===== config.mk =====
export PLATFORM = sky130hd
export DESIGN_NAME = pwm_capture_flat
export DESIGN_NICKNAME = d
export VERILOG_FILES = /design/src/rtl/pwm_capture_if.sv /design/src/rtl/pwm_capture.sv /design/src/flat_wrapper.sv
export SDC_FILE = /design/constraint.sdc
export NUM_CORES = 1
export LEC_CHECK = 0
export CAP_MARGIN = 25
export CELL_PAD_IN_SITES_DETAIL_PLACEMENT = 0
export CELL_PAD_IN_SITES_GLOBAL_PLACEMENT = 1
export CORE_MARGIN = 8
export CORE_UTILIZATION = 37
export CTS_CLUSTER_SIZE = 30
export DETAILED_ROUTE_END_ITERATION = 12
export GPL_ROUTABILITY_DRIVEN = 0
export GPL_TIMING_DRIVEN = 0
export PLACE_DENSITY_LB_ADDON = 0.1
export RECOVER_POWER = 25
export REMOVE_ABC_BUFFERS = 1
export SYNTH_ARGS = -nofsm -noshare
export SYNTH_HDL_FRONTEND = slang
export SYNTH_SLANG_ARGS = --single-unit

===== constraint.sdc =====
create_clock -name clk -period 1.7 [get_ports clk]
set_input_delay 0.255 -clock clk [delete_from_list [all_inputs] [get_ports clk]]
set_output_delay 0.255 -clock clk [all_outputs]
set_load 0.05 [all_outputs]

===== src/rtl/pwm_capture_if.sv =====
// PWM capture bus: pulse input towards the block, measurement results back out.
interface pwm_capture_if #(
    parameter int CNT_W = 16
);
    logic             pwm_in;
    logic             level;
    logic [CNT_W-1:0] high_cnt;
    logic [CNT_W-1:0] period_cnt;
    logic             valid;
    logic             stale;

    // Driver side: owns the pulse input, observes the results.
    modport master (
        output pwm_in,
        input  level, high_cnt, period_cnt, valid, stale
    );

    // Capture block side.
    modport slave (
        input  pwm_in,
        output level, high_cnt, period_cnt, valid, stale
    );
endinterface


===== src/rtl/pwm_capture.sv =====
// PWM capture: synchronizes an asynchronous pulse train, measures high time
// and rise-to-rise period in clk cycles, and flags a stalled input.
module pwm_capture #(
    parameter int CNT_W = 16
) (
    input  logic          clk,
    input  logic          rst_n,
    pwm_capture_if.slave  bus
);
    typedef enum logic [1:0] {
        IDLE = 2'd0,
        HIGH = 2'd1,
        LOW  = 2'd2
    } state_t;

    localparam logic [CNT_W-1:0] CNT_MAX = '1;
    localparam logic [CNT_W-1:0] CNT_ONE = CNT_W'(1);

    state_t           state, state_nx;
    logic             s1, s2, p;
    logic             rise, fall;
    logic [CNT_W-1:0] pc, pc_nx, pc_inc;
    logic [CNT_W-1:0] hl, hl_nx;
    logic             at_max;
    logic             meas_done;
    logic             timeout;
    logic [CNT_W-1:0] high_q, period_q;
    logic             valid_q, stale_q;

    // Two-flop synchronizer plus one delay flop for edge detection.
    always_ff @(posedge clk) begin
        if (!rst_n) begin
            s1 <= 1'b0;
            s2 <= 1'b0;
            p  <= 1'b0;
        end else begin
            s1 <= bus.pwm_in;
            s2 <= s1;
            p  <= s2;
        end
    end

    assign rise   = s2 & ~p;
    assign fall   = ~s2 & p;
    assign at_max = (pc == CNT_MAX);
    // Counter saturates instead of wrapping so a stuck input times out cleanly.
    assign pc_inc = at_max ? CNT_MAX : pc + CNT_ONE;

    // State register.
    always_ff @(posedge clk) begin
        if (!rst_n) state <= IDLE;
        else        state <= state_nx;
    end

    // Next-state: an edge always wins over the saturation timeout.
    always_comb begin
        state_nx = state;
        case (state)
            IDLE: if (rise) state_nx = HIGH;
            HIGH: begin
                if (fall)        state_nx = LOW;
                else if (at_max) state_nx = IDLE;
            end
            LOW: begin
                if (rise)        state_nx = HIGH;
                else if (at_max) state_nx = IDLE;
            end
            default: state_nx = IDLE;
        endcase
    end

    // Per-state counter/latch updates and measurement/timeout events.
    always_comb begin
        pc_nx     = pc;
        hl_nx     = hl;
        meas_done = 1'b0;
        timeout   = 1'b0;
        case (state)
            IDLE: if (rise) pc_nx = CNT_ONE;
            HIGH: begin
                pc_nx = pc_inc;
                if (fall)        hl_nx   = pc;
                else if (at_max) timeout = 1'b1;
            end
            LOW: begin
                if (rise) begin
                    pc_nx     = CNT_ONE;
                    meas_done = 1'b1;
                end else begin
                    pc_nx = pc_inc;
                    if (at_max) timeout = 1'b1;
                end
            end
            default: ;
        endcase
    end

    // Counters and registered results; results only move on a measurement.
    always_ff @(posedge clk) begin
        if (!rst_n) begin
            pc       <= '0;
            hl       <= '0;
            high_q   <= '0;
            period_q <= '0;
            valid_q  <= 1'b0;
            stale_q  <= 1'b1;
        end else begin
            pc      <= pc_nx;
            hl      <= hl_nx;
            valid_q <= meas_done;
            if (meas_done) begin
                high_q   <= hl;
                period_q <= pc;
                stale_q  <= 1'b0;
            end else if (timeout) begin
                stale_q <= 1'b1;
            end
        end
    end

    assign bus.level      = s2;
    assign bus.high_cnt   = high_q;
    assign bus.period_cnt = period_q;
    assign bus.valid      = valid_q;
    assign bus.stale      = stale_q;
endmodule


===== src/flat_wrapper.sv =====
// flat-port wrapper written by rule: the top's interface ports become plain ports
module pwm_capture_flat 
#(
    parameter int CNT_W = 16
)
  (clk, rst_n, bus_pwm_in, bus_level, bus_high_cnt, bus_period_cnt, bus_valid, bus_stale);
  pwm_capture_if #(.CNT_W(CNT_W)) bus_i ();
  input  logic clk;
  input  logic rst_n;
  input wire logic [$bits(bus_i.pwm_in)-1:0] bus_pwm_in;
  output wire logic [$bits(bus_i.level)-1:0] bus_level;
  output wire logic [$bits(bus_i.high_cnt)-1:0] bus_high_cnt;
  output wire logic [$bits(bus_i.period_cnt)-1:0] bus_period_cnt;
  output wire logic [$bits(bus_i.valid)-1:0] bus_valid;
  output wire logic [$bits(bus_i.stale)-1:0] bus_stale;
  assign bus_i.pwm_in = bus_pwm_in;
  assign bus_level = bus_i.level;
  assign bus_high_cnt = bus_i.high_cnt;
  assign bus_period_cnt = bus_i.period_cnt;
  assign bus_valid = bus_i.valid;
  assign bus_stale = bus_i.stale;
  pwm_capture #(.CNT_W(CNT_W)) u_core (.clk(clk), .rst_n(rst_n), .bus(bus_i));
endmodule

==> results.cfg, run 1 <==
[clocking]
clkSinkCount = 71
cts_max_level = 3
clk_pin_slew_ns = 0.08
insertion_delay_ns = 0.34
cts.path.max_buffers = 2
tritoncts = built
clockRootBuffer = clkbuf_8
numCtsBuffers = 9

[logic_synthesis]
synth_seq_cells = 71
synth-async-reset-ratio = 0
seq_area_frac_synth = 0.475
synth_edf_count = 0
synth_top_cell_by_area = dfxtp_1
yosys_warnings = 0
ys.flop_type = dfxtp_1
ys_types = 43
synth_cells = 354
synth.avg_cell_area_sq_um = 8.45
synth.top_cells.by_area = dfxtp_1 47%, nand2_1 13%, a21boi_0 13%
syn_area_sq_um = 2990
synth_top_area_frac = 0.475

[floorplanning]
ios = 38
die_x_um = 106
core_area_sq_um = 8010
dieArea_sq_um = 11200
die_height_um = 106
start_util = 0.374
rows = 33

[layout]
antenna_cells = 0
drive_gt1_frac = 0.241
fin_util = 0.510
fillers = 792
seqCellArea_sq_um = 1460
multi_input_area_sq_um = 1670
nNetsFinal = 414
area_delta_synth_final_pct = 36.4

[setup_path]
cp.required_ns = 1.96
cp_slowest_stage_delay_ns = 0.45
reg2reg_to = u_core.pc[6]$_SDFFE_PN0P_
r2r_start = u_core.pc[10]$_SDFFE_PN0P_
worstPathArrival_ns = 2.00
worstSetupPathType = reg -> reg
crit_fanout = 5
reg2regPathDepth = 5
path_common_cell = or3_4
slowest_stage = or3_4
cp-end-kind = flop
crit_path_cell_trace = nand3_4 -> or3_4 -> or3_4 -> and4_4 -> a211oi_2
r2r_slack_ns = -0.04
critPathLaunchType = flop

[power]
powerDensity_nw_per_um2 = 819
p_comb_frac = 0.041
swShare = 0.217
internal-power_mw = 2.62
seq_power_share = 0.499
vdd_drop_max_v = 0.000307
p_leak_nw = 1.52
p_clk_frac = 0.460
p_switching_mw = 0.726

[hold_path]
worstHoldStart = rst_n
min-delay-path-class = in -> reg
hold_path_depth = 2
holdPathEnd = u_core.bus.stale$_SDFFE_PN1P_

[global_route]
grt_pass1_vias = 2526
overflow = 0
antenna_found_initial = 0
grt_max_degree = 36
grt_pass1_wl_um = 12300
grt_usage = 0.134

[routing]
routed_wl_um = 7560
first_pass_iters = 4
viasPerCell = 5.04
vias = 2599
wire_per_inst_um = 14.6
initialDrtViolationCount = 135
ant_nets = 0
drc = 0

[job]
maxCapViolations = 0

[status]
status = finished, violations left
violations = negative setup slack

[timing]
fin_ws_ns = -0.0446
rsz0062_at_grt = yes
finClkSkew_ns = 0.00665
timing.hold.ws_ns = 0.383
hold_viol = 0
max_clock_freq_mhz = 573
finalCritPeriodShare = 1.03
final-setup-viol-count = 3
finalWorstPathRequiredPeriod_ns = 1.74
slew_violations = 0
slew_headroom = 0.627
worst_pin_slew_ns = 0.560

[placement]
hpwlAfterDp_um = 4430
numPortBuffers = 37
-- how the worst max path moves through the flow --
stage          slack [ns]  depth (start not counted)                         end                          from
4_1_cts             -0.03                          6  u_core.pc[11]$_SDFFE_PN0P_     u_core.pc[4]$_SDFFE_PN0P_
2_1_floorplan       -0.85                          5  u_core.pc[10]$_SDFFE_PN0P_   u_core.bus.level$_SDFF_PN0_
3_5_place_dp        -0.49                          5  u_core.pc[11]$_SDFFE_PN0P_     u_core.pc[4]$_SDFFE_PN0P_
3_3_place_gp        -2.37                          3   u_core.pc[2]$_SDFFE_PN0P_                         rst_n
6_report            -0.04                          5   u_core.pc[6]$_SDFFE_PN0P_    u_core.pc[10]$_SDFFE_PN0P_
5_1_grt             -0.09                          6  u_core.pc[13]$_SDFFE_PN0P_  u_core.state[0]$_SDFFE_PN0P_
-- cell usage in the layout, fill, tap and decap left out, drive strengths merged, types with 3 or more instances in the layout --
master       instances
nand2              102
dfxtp               71
a21boi              50
dlygate4sd2         35
buf                 25
nor2                12
clkbuf              11
a21oi               11
nor3                11
inv                  8
o21ai                6
and3                 6
and4                 5
and2                 5
nand3                5
ha                   5
or2                  4
or3                  4
nor4                 4
a31oi                3
a211oi               3
-- final cells by class --
type / instances / share of cell area
multi-input combinational: 255 / 0.408
sequential: 71 / 0.358
timing repair buffer: 61 / 0.138
clock buffer: 11 / 0.0371
tap: 105 / 0.0322
clock inverter: 5 / 0.0196
inverter: 8 / 0.00736
-- through the flow --
stage          setup TNS (ns)  area, sq um  cells  total power, mW  worst slack [ns]
2_1_floorplan          -29.73         2900    331             1.78            -0.850
4_1_cts               -0.0444         3960    511             3.39           -0.0309
3_5_place_dp           -10.23         3470    477             1.83            -0.485
5_1_grt                -0.478         4080    516             3.47           -0.0861
6_report              -0.0982         4080    516             3.34           -0.0446
3_3_place_gp           -83.73         3400    473             1.82             -2.37
-- power by group through the flow --
stage	Sequential, mW	Clock [mW]	Combinational, mW
2_1_floorplan	1.72	0	0.0581
5_1_grt	1.67	1.66	0.148
3_3_place_gp	1.72	0	0.106
4_1_cts	1.67	1.59	0.130
3_5_place_dp	1.72	0	0.114
6_report	1.67	1.54	0.137
-- flip-flops by register name, summed over array words and instances (netlist names) --
name                   count
u_core.bus.stale           1
u_core.s1                  1
u_core.bus.valid           1
u_core.state               2
u_core.bus.level           1
u_core.hl                 16
u_core.bus.high_cnt       16
u_core.pc                 16
u_core.p                   1
u_core.bus.period_cnt     16
-- metal layers --
metal	up-vias	routed length (um)	track usage
met5	-	0	0
met4	0	125	0.0543
met3	11	389	0.0363
met2	55	3460	0.217
met1	1220	3580	0.165
li1	1313	-	-
-- cell families after synthesis --
logic type	synth area share
mux	0.00334
buf+inv	0.0422
simple gates	0.256
fa+ha+maj	0.0209
compound gates	0.202
flops	0.475
-- what timing repair did --
item / in CTS / in global routing
hold buffers: 0 / 0
resized for setup: 83 / 20
setup buffers: 16 / 4
setup endpoints to repair: 96 / 44
pin swaps: 6 / 13
cloned: 2 / 1
-- synthesized netlist by cell type (all sizes together) (2+ instances only) --
cell type and instances:
nand2 102, dfxtp 71, a21boi 50, clkbuf 20
nor2 12, a21oi 11, nor3 11, inv 8
and3 6, o21ai 6, and2 5, and4 5
ha 5, nand3 5, nor4 4, a211oi 3
a31oi 3, buf 3, or3 3, a21o 2
a41oi 2, nand2b 2, nand4 2, or2 2
-- critical path, delay by kind of cell, from the launching register on --
family           cells  cell delay (ns)
AND/OR/NAND/NOR      4             1.15
flip-flops           1             0.36
AO/OA/AOI/OAI        1             0.16
Power figures use the tool's default switching activity.
==> run 2: changes to the inputs <==
--- a/config.mk
+++ b/config.mk
@@ -16,7 +16,6 @@
 export GPL_TIMING_DRIVEN = 0
 export PLACE_DENSITY_LB_ADDON = 0.1
 export RECOVER_POWER = 25
-export REMOVE_ABC_BUFFERS = 1
 export SYNTH_ARGS = -nofsm -noshare
 export SYNTH_HDL_FRONTEND = slang
 export SYNTH_SLANG_ARGS = --single-unit
==> results.cfg, run 2 (same netlist as run 1, synthesis figures left out) <==
[layout]
fillers = 834
drive_gt1_frac = 0.233
area_delta_synth_final_pct = 33.2
stdcell_count = 522
final_cell_mix = 102 x nand2_1, 58 x dfxtp_1, 49 x a21boi_0
layout_commonest_cell = nand2_1
antenna_cells = 0
nNetsFinal = 420
fin_util = 0.498

[placement]
dp_slack_ns = -0.374
hpwlAfterDp_um = 5570
dp_cells = 495
numPortBuffers = 36

[global_route]
antenna_found_initial = 0
grt_max_degree = 13
grt_pass1_wl_um = 13200
overflow = 0
grt_usage = 0.148
grt_pass1_vias = 2462

[clocking]
tritoncts = built
clkSinkCount = 71
clk_pin_slew_ns = 0.08
cts_hold_buf = 0
clockRootBuffer = clkbuf_8
insertion_delay_ns = 0.35
cts_max_level = 3
numCtsBuffers = 9
cts.path.max_buffers = 2

[routing]
ant_nets = 0
top_layer_used = met4
viasPerCell = 5.05
wl_met2_um = 3830
wl_met3_um = 433
vias = 2636
first_pass_iters = 4
met1Wirelength_um = 3900
routed_wl_um = 8240
initialDrtViolationCount = 89
drc = 0
wire_per_inst_um = 15.8

[timing]
max_clock_freq_mhz = 561
fin_ws_ns = -0.0831
slew_headroom = 0.649
finalWorstPathRequiredPeriod_ns = 1.78
timing.hold.ws_ns = 0.437
final-setup-viol-count = 10
worst_pin_slew_ns = 0.526
rsz0062_at_grt = yes
finClkSkew_ns = 0.00802
slew_violations = 0
finalCritPeriodShare = 1.05
hold_viol = 0

[floorplanning]
rows = 33
dieArea_sq_um = 11200
die_height_um = 106
die_x_um = 106
core_area_sq_um = 8010
start_util = 0.374
ios = 38

[status]
status = finished, violations left
violations = negative setup slack

[setup_path]
reg2regPathDepth = 5
worstPathArrival_ns = 2.05
cp.required_ns = 1.97
worstSetupPathType = reg -> reg
critPathLaunchType = flop
crit_fanout = 5
cp-end-kind = flop

[power]
p_total_mw = 3.23
vdd_drop_max_v = 0.000517
powerDensity_nw_per_um2 = 809
p_leak_nw = 1.50

[logic_synthesis]
syn_nets = 362

[hold_path]
hold_path_depth = 1
min-delay-path-class = reg -> reg

[job]
maxCapViolations = 0
run 2: worst paths after layout:
path | from | end | slack [ns]
worst max-delay path | u_core.pc[6]$_SDFFE_PN0P_ | u_core.pc[11]$_SDFFE_PN0P_ | -0.08
worst min-delay path | u_core.s1$_SDFF_PN0_ | u_core.bus.level$_SDFF_PN0_ | 0.44
worst max register to register | u_core.pc[6]$_SDFFE_PN0P_ | u_core.pc[11]$_SDFFE_PN0P_ | -0.08
worst min register to register | u_core.s1$_SDFF_PN0_ | u_core.bus.level$_SDFF_PN0_ | 0.44
run 2: what timing repair did:
item,4_1_cts,5_1_grt
setup buffers,7,8
pin swaps,3,8
endpoints found under the setup margin,95,59
gates cloned,1,1
resized for setup,76,33
run 2: area by class of cell:
class / count / area (sq um) / share of cell area
Clock buffer: 11 / 151 / 0.0380
Clock inverter: 5 / 56.3 / 0.0141
Tap cell: 105 / 131 / 0.0330
Inverter: 8 / 30.0 / 0.00754
Timing Repair Buffer: 52 / 440 / 0.111
Multi-Input combinational cell: 253 / 1620 / 0.407
Sequential cell: 71 / 1460 / 0.367
Buffer: 17 / 92.6 / 0.0232
run 2: where the power goes:
part	total [mW]	internal [mW]	switching [mW]
clock	1.42	0.755	0.664
sequential	1.67	1.66	0.0103
combinational	0.140	0.0562	0.0837
run 2: stage by stage:
| stage | setup TNS, ns | area [sq um] |
|---|---|---|
| floorplan | -0.0252 | 3030 |
| global placement | -13.59 | 3520 |
| detailed placement | -15.00 | 3520 |
| CTS | -0.962 | 3850 |
| global route | -1.48 | 3990 |
| finish | -0.378 | 3990 |
run 2: per-layer routing:
metal / vias up / GRT usage
li1: 1333 / -
met1: 1242 / 0.189
met2: 55 / 0.234
met3: 6 / 0.0399
met4: 0 / 0.0573
met5: - / 0
run 2: worst max-delay path, stage by stage (launching register included):
cell and delay [ns]:
dfxtp_4 0.35, nand4_1 0.13, or3_4 0.43, or3_4 0.46, and4_4 0.17, a211oi_2 0.17
==> run 3: changes to the inputs <==
--- a/config.mk
+++ b/config.mk
@@ -6,15 +6,13 @@
 export NUM_CORES = 1
 export LEC_CHECK = 0
 export CAP_MARGIN = 25
-export CELL_PAD_IN_SITES_DETAIL_PLACEMENT = 0
-export CELL_PAD_IN_SITES_GLOBAL_PLACEMENT = 1
 export CORE_MARGIN = 8
-export CORE_UTILIZATION = 37
+export CORE_UTILIZATION = 49
 export CTS_CLUSTER_SIZE = 30
 export DETAILED_ROUTE_END_ITERATION = 12
 export GPL_ROUTABILITY_DRIVEN = 0
 export GPL_TIMING_DRIVEN = 0
-export PLACE_DENSITY_LB_ADDON = 0.1
+export PLACE_DENSITY = 0.75
 export RECOVER_POWER = 25
 export SYNTH_ARGS = -nofsm -noshare
 export SYNTH_HDL_FRONTEND = slang
==> results.cfg, run 3 (same netlist as run 1, synthesis figures left out) <==
[status]
status = finished, violations left
violations = negative setup slack

[floorplanning]
rows = 28
die_height_um = 94.2
die_x_um = 94.2
core_area_sq_um = 5920
dieArea_sq_um = 8870
start_util = 0.505
ios = 38

[setup_path]
cp-end-kind = flop
critPathTopFamily = simple AND/OR/NAND/NOR gates
path_common_cell = or3_4
slowest_stage = or3_4
cp_slowest_stage_delay_ns = 0.39
worstPathArrival_ns = 2.13
crit_fanout = 5
critPathLaunchType = flop
worstSetupPathType = reg -> reg
crit_path_cell_trace = nand4_1 -> or3_4 -> or3_4 -> buf_6 -> and4_4 -> a211oi_2
crit_buf_inv = 1
cp.required_ns = 1.97

[layout]
layout_commonest_cell = nand2_1
antenna_cells = 0
finalInstanceArea_sq_um = 3980
final_cell_mix = 102 x nand2_1, 56 x dfxtp_1, 49 x a21boi_0
area_delta_synth_final_pct = 32.9
drive_gt1_frac = 0.237
fin_util = 0.672
nNetsFinal = 422
stdcell_count = 493

[global_route]
grt_pass1_vias = 2484
grt_usage = 0.178
antenna_found_initial = 0
grt_pass1_wl_um = 12300
grt_max_degree = 12
overflow = 0

[routing]
first_pass_iters = 5
vias = 2836
initialDrtViolationCount = 246
drc = 0
ant_nets = 0
wire_per_inst_um = 17.4
routed_wl_um = 8570
viasPerCell = 5.75

[placement]
placed_area_sq_um = 3480
dp_cells = 465
numPortBuffers = 36
hpwlAfterDp_um = 5070

[power]
vdd_drop_max_v = 0.000773
p_leak_nw = 1.48
powerDensity_nw_per_um2 = 831

[timing]
finalCritPeriodShare = 1.09
slew_headroom = 0.653
hold_viol = 0
rsz0062_at_grt = yes
worst_pin_slew_ns = 0.521
timing.hold.ws_ns = 0.433
slew_violations = 0
finalWorstPathRequiredPeriod_ns = 1.86
max_clock_freq_mhz = 538
fin_ws_ns = -0.159
finClkSkew_ns = 0.0103
final.setup.tns_ns = -1.20
final-setup-viol-count = 15

[clocking]
clkSinkCount = 71
cts.path.max_buffers = 2
clockRootBuffer = clkbuf_8
tritoncts = built
cts_max_level = 3
insertion_delay_ns = 0.35
numCtsBuffers = 9
clk_pin_slew_ns = 0.08

[hold_path]
min-delay-path-class = reg -> reg

[logic_synthesis]
syn_nets = 362

[job]
maxCapViolations = 0
run 3: area by class of cell:
cell class	count	area, sq um
timing repair buffer	54	473
multi-input combinational	252	1590
sequential	71	1470
buffer	18	109
clock inverter	4	70.1
tap	75	93.8
clock buffer	11	141
inverter	8	30.0
fill	484	1940
run 3: per-stage QoR:
step                      setup WS, ns  total power [mW]
final                           -0.159              3.31
after global routing            -0.209              3.39
after CTS                       -0.122              3.27
after detailed placement        -0.303              1.82
after global placement          -0.295              1.82
after floorplan                -0.0106              1.79
run 3: what timing repair did:
action | in CTS | in global routing
cloned | 1 | 1
hold buffers | 0 | 0
resized for setup | 73 | 39
setup endpoints to repair | 95 | 58
setup buffers | 6 | 10
pin swaps | 4 | 6
run 3: path summary, 6_finish.rpt:
kind / depth (start not counted) / startpoint / endpoint / slack (ns)
max: 6 / u_core.pc[4]$_SDFFE_PN0P_ / u_core.pc[6]$_SDFFE_PN0P_ / -0.16
min: 1 / u_core.s1$_SDFF_PN0_ / u_core.bus.level$_SDFF_PN0_ / 0.43
max reg2reg: 6 / u_core.pc[4]$_SDFFE_PN0P_ / u_core.pc[6]$_SDFFE_PN0P_ / -0.16
min reg2reg: 1 / u_core.s1$_SDFF_PN0_ / u_core.bus.level$_SDFF_PN0_ / 0.43
run 3: power breakdown:
group	internal, mW	switching, mW
clock network	0.854	0.639
logic	0.0600	0.0870
registers	1.66	0.0102
run 3: per-layer routing:
| layer | track usage | up-vias | share of wire |
|---|---|---|---|
| met3 | 0.0376 | 30 | 0.077 |
| met4 | 0.102 | 0 | 0.032 |
| li1 | - | 1326 | - |
| met2 | 0.290 | 137 | 0.48 |
| met5 | 0 | - | 0 |
| met1 | 0.211 | 1343 | 0.41 |
